<file path="src/rtl/crc_pkg.sv">
// Shared types and default constants for the serial CRC generator.
package crc_pkg;

    typedef enum logic [1:0] {
        IDLE      = 2'd0,
        SHIFT_IN  = 2'd1,
        SHIFT_OUT = 2'd2
    } crc_state_t;

    localparam int unsigned CRC_DEF_WIDTH = 8;
    localparam logic [31:0] CRC_DEF_TAPS  = 32'h0000_00B4;
    localparam logic [31:0] CRC_DEF_SEED  = 32'h0000_00D8;

endpackage

</file>
<file path="src/rtl/crc_serial_gen_lfsr.sv">
// Right-shift Galois LFSR register: step with feedback, plain zero-fill shift, seed load.
module crc_lfsr
    import crc_pkg::*;
#(
    parameter int unsigned      WIDTH = CRC_DEF_WIDTH,
    parameter logic [WIDTH-1:0] TAPS  = WIDTH'(CRC_DEF_TAPS),
    parameter logic [WIDTH-1:0] SEED  = WIDTH'(CRC_DEF_SEED)
) (
    input  logic             clk,
    input  logic             rst_n,
    input  logic             i_step,
    input  logic             i_data,
    input  logic             i_shift,
    input  logic             i_load,
    output logic [WIDTH-1:0] o_lfsr
);

    logic [WIDTH-1:0] r_lfsr;
    logic             w_fb;

    assign w_fb   = i_data ^ r_lfsr[0];
    assign o_lfsr = r_lfsr;

    always_ff @(posedge clk or negedge rst_n) begin
        if (!rst_n) begin
            r_lfsr <= SEED;
        end else if (i_load) begin
            r_lfsr <= SEED;
        end else if (i_step) begin
            r_lfsr <= (r_lfsr >> 1) ^ ({WIDTH{w_fb}} & TAPS);
        end else if (i_shift) begin
            r_lfsr <= r_lfsr >> 1;
        end
    end

endmodule

</file>
<file path="src/rtl/crc_serial_gen.sv">
// Bit-serial CRC generator: absorbs a frame while active, then emits WIDTH CRC bits LSB first.
// Optional residue check output crc_ok is enabled by defining CRC_CHECK_EN.
module crc_serial_gen
    import crc_pkg::*;
#(
    parameter int unsigned      WIDTH = CRC_DEF_WIDTH,
    parameter logic [WIDTH-1:0] TAPS  = WIDTH'(CRC_DEF_TAPS),
    parameter logic [WIDTH-1:0] SEED  = WIDTH'(CRC_DEF_SEED)
) (
    input  logic clk,
    input  logic reset,
    input  logic data,
    input  logic active,
    output logic CRC,
    output logic valid,
    output logic busy
`ifdef CRC_CHECK_EN
    ,
    output logic crc_ok
`endif
);

    localparam int unsigned   CW   = $clog2(WIDTH + 1);
    localparam logic [CW-1:0] LAST = CW'(WIDTH);

    crc_state_t       r_state;
    logic [CW-1:0]    r_cnt;
    logic [WIDTH-1:0] w_lfsr;
    logic             w_more;
    logic             w_step;
    logic             w_shift;
    logic             w_load;

    // Input is only absorbed outside SHIFT_OUT; active seen while emitting is dropped.
    assign w_more  = (r_cnt < LAST);
    assign w_step  = active && (r_state == IDLE || r_state == SHIFT_IN);
    assign w_shift = (r_state == SHIFT_IN && !active) || (r_state == SHIFT_OUT && w_more);
    assign w_load  = (r_state == SHIFT_OUT) && !w_more;

    crc_lfsr #(
        .WIDTH (WIDTH),
        .TAPS  (TAPS),
        .SEED  (SEED)
    ) u_lfsr (
        .clk     (clk),
        .rst_n   (reset),
        .i_step  (w_step),
        .i_data  (data),
        .i_shift (w_shift),
        .i_load  (w_load),
        .o_lfsr  (w_lfsr)
    );

    always_ff @(posedge clk or negedge reset) begin
        if (!reset) begin
            r_state <= IDLE;
            r_cnt   <= '0;
            CRC     <= 1'b0;
            valid   <= 1'b0;
            busy    <= 1'b0;
        end else begin
            case (r_state)
                IDLE: begin
                    if (active) r_state <= SHIFT_IN;
                end
                SHIFT_IN: begin
                    if (!active) begin
                        r_state <= SHIFT_OUT;
                        CRC     <= w_lfsr[0];
                        valid   <= 1'b1;
                        busy    <= 1'b1;
                        r_cnt   <= CW'(1);
                    end
                end
                SHIFT_OUT: begin
                    if (w_more) begin
                        CRC   <= w_lfsr[0];
                        r_cnt <= r_cnt + CW'(1);
                    end else begin
                        CRC     <= 1'b0;
                        valid   <= 1'b0;
                        busy    <= 1'b0;
                        r_cnt   <= '0;
                        r_state <= IDLE;
                    end
                end
                default: r_state <= IDLE;
            endcase
        end
    end

`ifdef CRC_CHECK_EN
    // Residue is judged on the register before the first output shift.
    always_ff @(posedge clk or negedge reset) begin
        if (!reset) begin
            crc_ok <= 1'b0;
        end else if (r_state == IDLE && active) begin
            crc_ok <= 1'b0;
        end else if (r_state == SHIFT_IN && !active) begin
            crc_ok <= (w_lfsr == '0);
        end
    end
`endif

endmodule
</file>
<file path="config.mk">
export PLATFORM = sky130hd
export DESIGN_NAME = crc_serial_gen
export DESIGN_NICKNAME = d
export VERILOG_FILES = /design/src/rtl/crc_pkg.sv /design/src/rtl/crc_serial_gen_lfsr.sv /design/src/rtl/crc_serial_gen.sv
export SDC_FILE = /design/constraint.sdc
export NUM_CORES = 1
export LEC_CHECK = 0
export CAP_MARGIN = 20
export CORE_AREA = 8 8 61 63
export DETAILED_ROUTE_END_ITERATION = 7
export DIE_AREA = 0 0 69 71
export MAX_ROUTING_LAYER = met4
export PLACE_DENSITY = 0.46
export SLEW_MARGIN = 30
export SYNTH_ARGS = -nofsm -noshare
export SYNTH_HDL_FRONTEND = slang
export SYNTH_SLANG_ARGS = --single-unit
</file>
<file path="constraint.sdc">
create_clock -name clk -period 2.7 [get_ports clk]
set_clock_uncertainty 0.1 [all_clocks]
set_input_delay 0.405 -clock clk [delete_from_list [all_inputs] [get_ports clk]]
set_output_delay 0.405 -clock clk [all_outputs]
set_load 0.05 [all_outputs]
</file>
==> qor.csv <==
metric;value;unit
gr busiest metal;met2;
Die W;69;um
Post-Synth Simple-Gate Area;16.1;%
CP max FO;4;
GPL Wtd Cong;0.706;
#FFs+latches synth;16;
GR Layer Usage met3;3.64;%
area growth from synthesis to layout;15.1;%
CTS max path bufs;2;
worst setup path class;register to primary output;
crit path to;busy;
CP top delay family;buffers and inverters;
critical path endpoint category;primary output;
clock slew at reported path FFs;0.09;ns
ant diodes;0;
r2r endpoint;u_lfsr.o_lfsr[4];
asr flop ratio synth;100;%
maximum VDD drop;494;uV
Tightest Hold Check Type;register to register;
Mapped Area;793;sq um
worst slack, placed;0.714;ns
commonest non-fill, non-tap cell in the layout;dfrtp_1;
PD cells;1140;nW/um^2
Primary FF master, synth;dfrtp_1;
f_max;500;MHz
slowest CP cell;clkdlybuf4s50_1;
vias in the first global route;594;
commonest cells after routing, fill and taps aside;dfrtp_1, nand2_1, nor2_1, clkdlybuf4s50_1;
Synth Area in Compound Gates;22.6;%
first drt pass iteration count;6;
total clock buffers created by CTS;3;
Critical path origin;busy;
post-synthesis xor/xnor area fraction;2.05;%
gr usage total;7.19;%
# fillers;302;
Buf+Inv Stages, Crit Path;1;
Buffers on Ports;6;
post-CTS sizing;0;
Adder-Cell Fraction of Synth Area;1.58;%
Netlist cell types;30;
largest net degree at the start of global routing;17;
area of the core;2850;sq um
FP Rows;20;
Initial Util;27.8;%
met1 Resource Use GR;8.16;%
total setup buffers inserted after CTS;0;
Core Util, Final;32.0;%
die area;4900;sq um
worst stage delay on the critical path;0.82;ns
Max-Cap Viols;0;
Final WS setup;0.699;ns
first-pass GRT wire length;2.85;mm
crit share post-route;74.1;%
RR Startpoint;r_state[0];
share of cells above drive strength 1;13.1;%
initial DRC count;49;
Root Driver;clkbuf_4;
status;finished, final reports clean;
final hold violation count;0;
final net count;90;
Least-Margin Pin Slew;0.742;ns
CP Launch Type;register;
Detail Route Antenna Nets;0;
Critical Path, Cell by Cell;clkdlybuf4s50_1;
via/cell ratio;5.03;
htree depth;1;
DRC Markers;0;
I/O Pins;7;
Multi-input gate area;355;sq um
combinational family with the most area after synthesis;compound AO/OA/AOI/OAI gates;
Yosys warning count;0;
reg-to-reg slack, setup;1.10;ns
R2R depth;3;
slew margin rel.;50.4;%
CTS tree;built;
Cells after Synth;77;
Seq. cell area;405;sq um
clock sink count;16;
initial antenna violation count;0;
Setup violations, final;0;
EDFF count, synth;0;
post-layout min period;2.00;ns
hold buffers post-CTS;0;
WP depth;1;
Arr. time, crit path;1.50;ns
leak pwr;0.380;nW
unrepaired setup endpoints after global routing;false;
Max Slew Vio Count;0;
CP required;2.19;ns
die height;71;um
mux share of post-synthesis cell area;2.52;%
DP HPWL;1.13;mm
Post-DP Area;877;sq um
Layout Cell Area excl Fill;913;sq um
Routed WL;1.57;mm
Hold Startpoint;u_lfsr.o_lfsr[1];
met2 Resource Use GR;10.9;%
worst skew pair latency;0.28;ns
Synthesized Nets;82;
TNS Setup;0;ns
Avg Inst Size Synth;10.3;sq um
register area share after synthesis;51.1;%
vias;589;
Routed WL per cell;13.4;um
total gr overflow;0;
-- cells by family after synthesis --
kind of cell,Yosys count
and+or+nand+nor,26
AOI/OAI and AO/OA,24
DFF,16
buffers and inverters,7
muxes,2
xor gates and xnor gates,1
adders and majority gates,1
-- registers in the layout (all words and copies together) (netlist names) --
register / cells
CRC: 1
busy: 1
r_cnt: 4
r_state: 2
u_lfsr.o_lfsr: 8
-- Yosys cell counts (all sizes together) (2+ instances only) --
cell	n	share of area, %
dfrtp	12	38
nand2	7	3.3
nor2	6	2.8
dfstp	4	13
inv	4	1.9
nand3	4	2.5
o21ai	4	2.5
a21oi	3	1.9
buf	3	2.2
nor2b	3	2.4
a21o	2	1.9
a221oi	2	2.2
a22o	2	2.4
mux2i	2	2.5
nand3b	2	1.9
o211ai	2	1.9
o22a	2	2.2
o311ai	2	2.2
o32ai	2	2.2
-- metrics by stage --
stage / instances / power, mW / hold WS [ns]
2_1_floorplan: 77 / 0.789 / 0.00941
3_3_place_gp: 113 / 0.895 / 0.377
3_5_place_dp: 113 / 0.894 / 0.379
4_1_cts: 117 / 1.06 / 0.403
5_1_grt: 117 / 1.13 / 0.427
6_report: 117 / 1.04 / 0.402
-- worst min path at each step --
stage,endpoint,cells past startpoint
after floorplan,CRC,0
after global placement,u_lfsr.o_lfsr[0],1
after detailed placement,u_lfsr.o_lfsr[0],1
after CTS,u_lfsr.o_lfsr[0],1
after global routing,u_lfsr.o_lfsr[0],1
final,u_lfsr.o_lfsr[0],1
-- per-layer routing --
layer  vias up  routed length [um]  part of all wire, %
met1       283                 740                   47
met5         -                   0                    0
met4         0                  10                 0.64
li1        298                   -                    -
met3         2                  59                  3.8
met2         6                 763                   49
-- area by class of cell --
| class | count | area share (%) |
|---|---|---|
| sequential | 16 | 44.4 |
| multi-input combinational | 54 | 38.9 |
| timing repair buffer | 6 | 6.58 |
| tap | 33 | 4.52 |
| clock buffer | 4 | 3.97 |
| inverter | 4 | 1.64 |
-- report_power, final --
group	leakage [nW]	internal, mW	switching (mW)
Clock	0.0210	0.0820	0.0753
Combinational	0.172	0.191	0.214
Sequential	0.187	0.366	0.111
Total	0.380	0.639	0.401
(Power assumes the default switching activity.)
